===== src/rtl/tank_level_ctrl.sv =====
// Multi-tank water-level controller: per-channel fill FSM with hysteresis, timeout and
// latched errors, plus a shared lowest-index-first valve arbiter. Optional macro: TANK_FAULT_DEBOUNCE_EN.
module tank_level_ctrl #(
    parameter int N_TANKS      = 4,
    parameter int LEVEL_W      = 8,
    parameter int LOW_TH       = 64,
    parameter int HIGH_TH      = 192,
    parameter int FILL_TIMEOUT = 1000,
    parameter int MAX_ON       = 2,
    parameter int DEBOUNCE_CYC = 4
) (
    input  logic                           clk,
    input  logic                           reset,
    input  logic                           enable,
    input  logic [N_TANKS*LEVEL_W-1:0]     level,
    input  logic [N_TANKS-1:0]             fault,
    input  logic [N_TANKS-1:0]             fault_ack,
    output logic [N_TANKS-1:0]             valve,
    output logic [N_TANKS-1:0]             err,
    output logic [N_TANKS-1:0]             timeout_flag,
    output logic [N_TANKS*3-1:0]           state_o,
    output logic [$clog2(N_TANKS+1)-1:0]   active_cnt
);

    localparam int TMR_W = $clog2(FILL_TIMEOUT + 1);
    localparam int CNT_W = $clog2(N_TANKS + 1);

    localparam logic [LEVEL_W-1:0] LOW_LVL  = LEVEL_W'(LOW_TH);
    localparam logic [LEVEL_W-1:0] HIGH_LVL = LEVEL_W'(HIGH_TH);
    localparam logic [TMR_W-1:0]   TMR_LAST = TMR_W'(FILL_TIMEOUT - 1);
    localparam logic [TMR_W-1:0]   TMR_MAX  = TMR_W'(FILL_TIMEOUT);

    localparam bit CFG_OK = (HIGH_TH > LOW_TH) && (MAX_ON >= 1) && (MAX_ON <= N_TANKS) &&
                            (FILL_TIMEOUT >= 1) && (DEBOUNCE_CYC >= 1);

    generate
        if (!CFG_OK) begin : g_bad_cfg
            $error("tank_level_ctrl: illegal parameter combination");
        end
    endgenerate

    typedef enum logic [2:0] {
        ST_IDLE    = 3'd0,
        ST_FILL    = 3'd1,
        ST_FULL    = 3'd2,
        ST_FAULT   = 3'd3,
        ST_TIMEOUT = 3'd4
    } state_e;

    state_e             state_q [N_TANKS];
    state_e             state_d [N_TANKS];
    logic [TMR_W-1:0]   timer_q [N_TANKS];
    logic [TMR_W-1:0]   timer_d [N_TANKS];
    logic [N_TANKS-1:0] valve_q, valve_d;
    logic [N_TANKS-1:0] err_q, err_d;
    logic [N_TANKS-1:0] tflag_q, tflag_d;
    logic [CNT_W-1:0]   active_q, active_d;

    logic [N_TANKS-1:0] at_low, at_high;
    logic [N_TANKS-1:0] fault_act;

`ifdef TANK_FAULT_DEBOUNCE_EN
    localparam int              DB_W   = $clog2(DEBOUNCE_CYC + 1);
    localparam logic [DB_W-1:0] DB_THR = DB_W'(DEBOUNCE_CYC - 1);
    localparam logic [DB_W-1:0] DB_MAX = DB_W'(DEBOUNCE_CYC);

    logic [DB_W-1:0] db_q [N_TANKS];

    // The current high sample counts as the last of the run, so the fault acts on the Nth edge.
    always_comb begin
        fault_act = '0;
        for (int i = 0; i < N_TANKS; i++) begin
            fault_act[i] = fault[i] && (db_q[i] >= DB_THR);
        end
    end

    always_ff @(posedge clk or negedge reset) begin
        if (!reset) begin
            for (int i = 0; i < N_TANKS; i++) begin
                db_q[i] <= '0;
            end
        end else begin
            for (int i = 0; i < N_TANKS; i++) begin
                if (!fault[i]) begin
                    db_q[i] <= '0;
                end else if (db_q[i] != DB_MAX) begin
                    db_q[i] <= db_q[i] + 1'b1;
                end
            end
        end
    end
`else
    assign fault_act = fault;
`endif

    always_comb begin
        at_low  = '0;
        at_high = '0;
        for (int i = 0; i < N_TANKS; i++) begin
            at_low[i]  = level[i*LEVEL_W +: LEVEL_W] <= LOW_LVL;
            at_high[i] = level[i*LEVEL_W +: LEVEL_W] >= HIGH_LVL;
        end
    end

    // NOTE: every always_comb output gets a default first so no path can infer a latch.
    always_comb begin
        for (int i = 0; i < N_TANKS; i++) begin
            state_d[i] = state_q[i];
            if (state_q[i] == ST_FAULT || state_q[i] == ST_TIMEOUT) begin
                if (fault_ack[i] && !fault_act[i]) begin
                    state_d[i] = ST_IDLE;
                end
            end else if (fault_act[i]) begin
                state_d[i] = ST_FAULT;
            end else if (!enable) begin
                state_d[i] = ST_IDLE;
            end else begin
                case (state_q[i])
                    ST_IDLE: state_d[i] = at_low[i] ? ST_FILL : ST_FULL;
                    ST_FILL: begin
                        if (at_high[i]) begin
                            state_d[i] = ST_FULL;
                        end else if (valve_q[i] && timer_q[i] == TMR_LAST) begin
                            state_d[i] = ST_TIMEOUT;
                        end
                    end
                    ST_FULL: begin
                        if (at_low[i]) begin
                            state_d[i] = ST_FILL;
                        end
                    end
                    default: state_d[i] = ST_IDLE;
                endcase
            end

            // Timer only advances on cycles the valve was actually open; waiting freezes it.
            if (state_d[i] != ST_FILL) begin
                timer_d[i] = '0;
            end else if (valve_q[i] && timer_q[i] != TMR_MAX) begin
                timer_d[i] = timer_q[i] + 1'b1;
            end else begin
                timer_d[i] = timer_q[i];
            end
        end
    end

    // Arbitrating on the next state lets a released grant pass on at the very same edge.
    always_comb begin
        int n;
        n       = 0;
        valve_d = '0;
        err_d   = '0;
        tflag_d = '0;
        for (int i = 0; i < N_TANKS; i++) begin
            if (state_d[i] == ST_FILL && n < MAX_ON) begin
                valve_d[i] = 1'b1;
                n          = n + 1;
            end
            err_d[i]   = (state_d[i] == ST_FAULT) || (state_d[i] == ST_TIMEOUT);
            tflag_d[i] = (state_d[i] == ST_TIMEOUT);
        end
        active_d = CNT_W'(n);
    end

    // NOTE: state is updated with non-blocking assignments only; the per-channel arrays are
    // small control registers and are all cleared by the asynchronous reset.
    always_ff @(posedge clk or negedge reset) begin
        if (!reset) begin
            for (int i = 0; i < N_TANKS; i++) begin
                state_q[i] <= ST_IDLE;
                timer_q[i] <= '0;
            end
            valve_q  <= '0;
            err_q    <= '0;
            tflag_q  <= '0;
            active_q <= '0;
        end else begin
            for (int i = 0; i < N_TANKS; i++) begin
                state_q[i] <= state_d[i];
                timer_q[i] <= timer_d[i];
            end
            valve_q  <= valve_d;
            err_q    <= err_d;
            tflag_q  <= tflag_d;
            active_q <= active_d;
        end
    end

    always_comb begin
        state_o = '0;
        for (int i = 0; i < N_TANKS; i++) begin
            state_o[i*3 +: 3] = state_q[i];
        end
    end

    assign valve        = valve_q;
    assign err          = err_q;
    assign timeout_flag = tflag_q;
    assign active_cnt   = active_q;

endmodule


===== config.mk =====
export PLATFORM = sky130hd
export DESIGN_NAME = tank_level_ctrl
export DESIGN_NICKNAME = d
export VERILOG_FILES = /design/src/rtl/tank_level_ctrl.sv
export SDC_FILE = /design/constraint.sdc
export NUM_CORES = 1
export LEC_CHECK = 0
export CORE_MARGIN = 2
export CORE_UTILIZATION = 52
export DETAILED_ROUTE_END_ITERATION = 8
export PLACE_DENSITY = 0.8
export SLEW_MARGIN = 25
export SYNTH_ARGS = -nofsm -noshare
export SYNTH_HDL_FRONTEND = slang
export SYNTH_SLANG_ARGS = --single-unit
export TNS_END_PERCENT = 1

===== constraint.sdc =====
create_clock -name clk -period 3.9 [get_ports clk]
set_clock_uncertainty 0.05 [all_clocks]
set_input_delay 0.78 -clock clk [delete_from_list [all_inputs] [get_ports clk]]
set_output_delay 0.78 -clock clk [all_outputs]
set_load 0.03 [all_outputs]

Word-level counts from Yosys, hierarchy flattened. Cells that the tools add are included. Widths: inputs -> output; s select.

Register bits after elaboration: 67. Input port bits: 43. Output and inout bits: 27.

Muxes and demuxes: 52. Order comparisons: 11. Reduce and logical (&&, ||, !) cells: 35. Add/subtract/negate cells: 7. Equal/unequal tests: 40.

Operators by type and width (number): $lt 32x3->1 const B (3); $mux 3 (29); $mux 10 (8); $add 32x2->32 const B (2); $mux 32 (2); $add 10x1->10 const B (4); $eq 10x10->1 const B (4); $ne 10x10->1 const B (4); $eq 3x2->1 const B (12); $pmux 3 s3 (4); $ge 8x8->1 const B (4); $le 8x7->1 const B (4); $eq 3x1->1 const B (8); $eq 3x3->1 const B (8); $logic_and 1x1->1 (15); $logic_not 3->1 (4); $ne 3x1->1 const B (4); $logic_or 1x1->1 (8); $mux 2 (4); $reduce_bool 2->1 (4); $mux 1 (5); $logic_not 1->1 (4); $add 3x2->3 const B (1).

Depth between registers and ports, before layout.
Word-level depth: 19. Mapped depth: 15.

Least setup slack after synthesis. OpenSTA, ideal clock, no wires.

Path type: input port to flip-flop. Start point: input port enable. End point: register active_q[1] (netlist: active_cnt[1]). Arrival time: 3.480 ns. Cell stages on the path: 14. Setup slack: 0.245 ns. Required time: 3.725 ns. Path through: inv_1 a211oi_1 o21ai_0 a21oi_1 o22a_1 nand2b_1 buf_2 inv_1 ha_1 or2_2 fa_1 inv_1 ha_1 mux2_4.

RTL lines: from (decl) (line 14) `input logic enable,`; to (signal assigned) (line 185) `active_q <= active_d;`; to (decl) (line 57) `logic [CNT_W-1:0] active_q, active_d;`.

==> impl_results.md <==
* Gr usage total at 22.64%
* Sequential share of the synthesized area at 45.80%
* Die area at 7727 um^2
* Clk pin slew, worst setup/hold paths at 0.08 ns
* FF+latch area at 1677 um^2
* I/O Pins at 70
* Syn_area_per_cell at 9.411 um^2
* Clk_lat worst skew at 0.35 ns
* Vias in the first global route at 3096
* Post-CTS Hold Fix Bufs at 0
* Max-cap violations at 0
* Area grow syn2layout at 29.90%
* CP Launch Type: input pin
* DP HPWL at 5851 um
* Worst Path Max Fanout at 3
* Synth top area cells: dfrtp_1 46%, nor2_1 6.0%, xnor2_1 4.3%
* Post-route antenna net violation count at 0
* Synth cell types at 48
* FP Rows at 30
* Clk sinks at 67
* Initial antenna violation count at 0
* Hold slack at 0.3638 ns
* Largest net degree at the start of global routing at 44
* Fillers at 529
* CTS Root Cell: clkbuf_8
* TritonCTS buffer count at 9
* Vias per cell at 5.353
* Fin. Hold Viols at 0
* Share of Yosys cell area claimed by the top area cell type at 45.80%
* Total grt overflow at 0
* Core area at 6794 um^2
* Initial Utilization at 53.89%
* # H-tree levels at 3
* Syn Nets at 444
* R2R depth at 14
* Mapped cell area at 3661 um^2
* Vias at 3062
* EDFF count, synth at 0
* Die W at 87.91 um
* Status: completed
* RSZ-0062 raised after global routing: no
* Crit Path Class: in -> reg
* Clock Path Buffers at 2
* PortBufs at 69
* Worst Path Required at 4.08 ns
* First-pass GRT wire length at 13770 um
* Fraction of layout cells with a size suffix above 1 at 10.29%
* CP arrival at 3.89 ns
* # DRC at 0
* Layout Nets at 526
* Crit. End Element: flop
* FFs w/ async S/R, synth at 100.0%
* Synth warn at 0
* Synth area leader: dfrtp_1
* Final period util at 95.28%
* Commonest register cell after synthesis: dfrtp_1
* Chip Height at 87.91 um
* # diodes at 0
* VDD IR max at 0.3640 mV
* Initial drt markers at 131
* Achievable Freq at 269.1 MHz
* Max Transition Viols Final at 0
* WL/cell at 13.91 um
* Util after Layout at 70.00%
* Routed WL at 7957 um
* LEAKAGE at 0.001973 uW
* # setup viols final at 0
* Synth Register Bits at 67
* Post-synthesis cell count at 389
* CTS tree: yes
* Most common cell in the synthesized netlist: dfrtp_1
* 1st-pass router iterations at 4
* Final Wtd Congestion at 0.8935
* Pwr/cell area at 470.4 nW/um^2
* Commonest cells post-synth: 67 x dfrtp_1, 59 x nor2_1, 30 x inv_1
* Worst Hold Class: in -> async
* Worst-margin pin slew at 0.8660 ns
* Final Critical Period at 3.716 ns
* Max transition margin at 41.51%
* Multi-input combinational cell area at 1861 um^2
per-layer routing:
metal	wire length [um]	global-route usage, %	vias up
met5	0	0	-
met4	76	6.434	0
met3	322	5.749	8
met2	4017	39.74	59
met1	3541	27.64	1488
li1	-	-	1507
layout by cell type (no fill, tap or decap), types with 3 or more instances in the layout:
cell type and count:
mux2i_1 4, nand4_1 16, or3_1 3, ha_1 11, xnor2_1 18, a21oi_1 12
a22o_1 3, o21ai_0 9, o22ai_1 6, a21o_1 5, or2_2 7, nand3_1 9
nor4_1 5, clkbuf_8 9, nor3_1 10, nand2_1 26, nor2_1 59, clkdlybuf4s50_1 68
xor2_1 17, nand2b_1 10, a211oi_1 4, and3_1 3, nor2b_1 9, inv_1 30
buf_4 10, dfrtp_1 67, o31ai_1 4, a211oi_2 3, a21boi_0 3
state kept, by name, indices dropped and copies added, names as in the netlist:
name	count
timer_q	40
state_o	12
err	4
timeout_flag	4
valve	4
active_cnt	3
power breakdown:
group          internal (uW)  switching, uW  total, uW
registers                761           96.1        857
logic                    337            396        733
clock network            365            282        647
total                   1460            774       2240
logic make-up (layout without fill, tap and decap cells):
kind of cell | after synthesis | after routing | synth area share [%]
fa+ha+maj | 12 | 12 | 4.306
flops | 67 | 67 | 45.80
simple gates | 169 | 169 | 23.65
mux | 5 | 5 | 1.504
compound gates | 63 | 63 | 11.86
buf+inv | 38 | 125 | 4.511
xor+xnor | 35 | 35 | 8.373
final cells by class:
type,count,area share (%)
Sequential cell,67,35.25
Clock buffer,9,2.605
Clock inverter,7,2.131
Multi-Input combinational cell,284,39.12
Timing Repair Buffer,79,16.00
Tap cell,96,2.526
Inverter,30,2.368
metrics by stage:
| step | total power, uW | setup TNS, ns | worst slack, ns | area, um^2 | cells |
|---|---|---|---|---|---|
| 6_report | 2237 | 0 | 0.1839 | 4756 | 572 |
| 5_1_grt | 2364 | 0 | 0.007796 | 4756 | 572 |
| 4_1_cts | 2239 | 0 | 0.06491 | 4715 | 572 |
| 3_5_place_dp | 1581 | -0.3391 | -0.2982 | 4489 | 556 |
| 3_3_place_gp | 1554 | -0.07942 | -0.07942 | 4489 | 556 |
| 2_1_floorplan | 1289 | 0 | 0.2447 | 3661 | 389 |
worst paths after layout:
kind	startpoint	endpoint	slack [ns]
worst max-delay path	enable	active_cnt[1]	0.18
worst min-delay path	reset	timeout_flag[2]	0.36
worst max register to register	timer_q[21]	active_cnt[1]	0.29
worst min register to register	timer_q[38]	timer_q[38]	0.51
max in group asynchronous	reset	timer_q[32]	2.49
min in group clk	timer_q[38]	timer_q[38]	0.51
what timing repair did:
action,CTS,global route
resized for setup,0,9
buffers inserted,0,0
endpoints found under the setup margin,0,1
critical path: stages:
cell and delay [ns]:
clkdlybuf4s50_1 0.47, inv_1 0.13, a211oi_2 0.21, o21ai_0 0.15, a21oi_1 0.18, o22a_1 0.18
nand2b_1 0.13, inv_1 0.06, ha_1 0.21, or2_2 0.32, fa_1 0.51, inv_1 0.05
ha_1 0.27, mux2_4 0.25
Note: power is estimated with default switching activity, not from simulation.
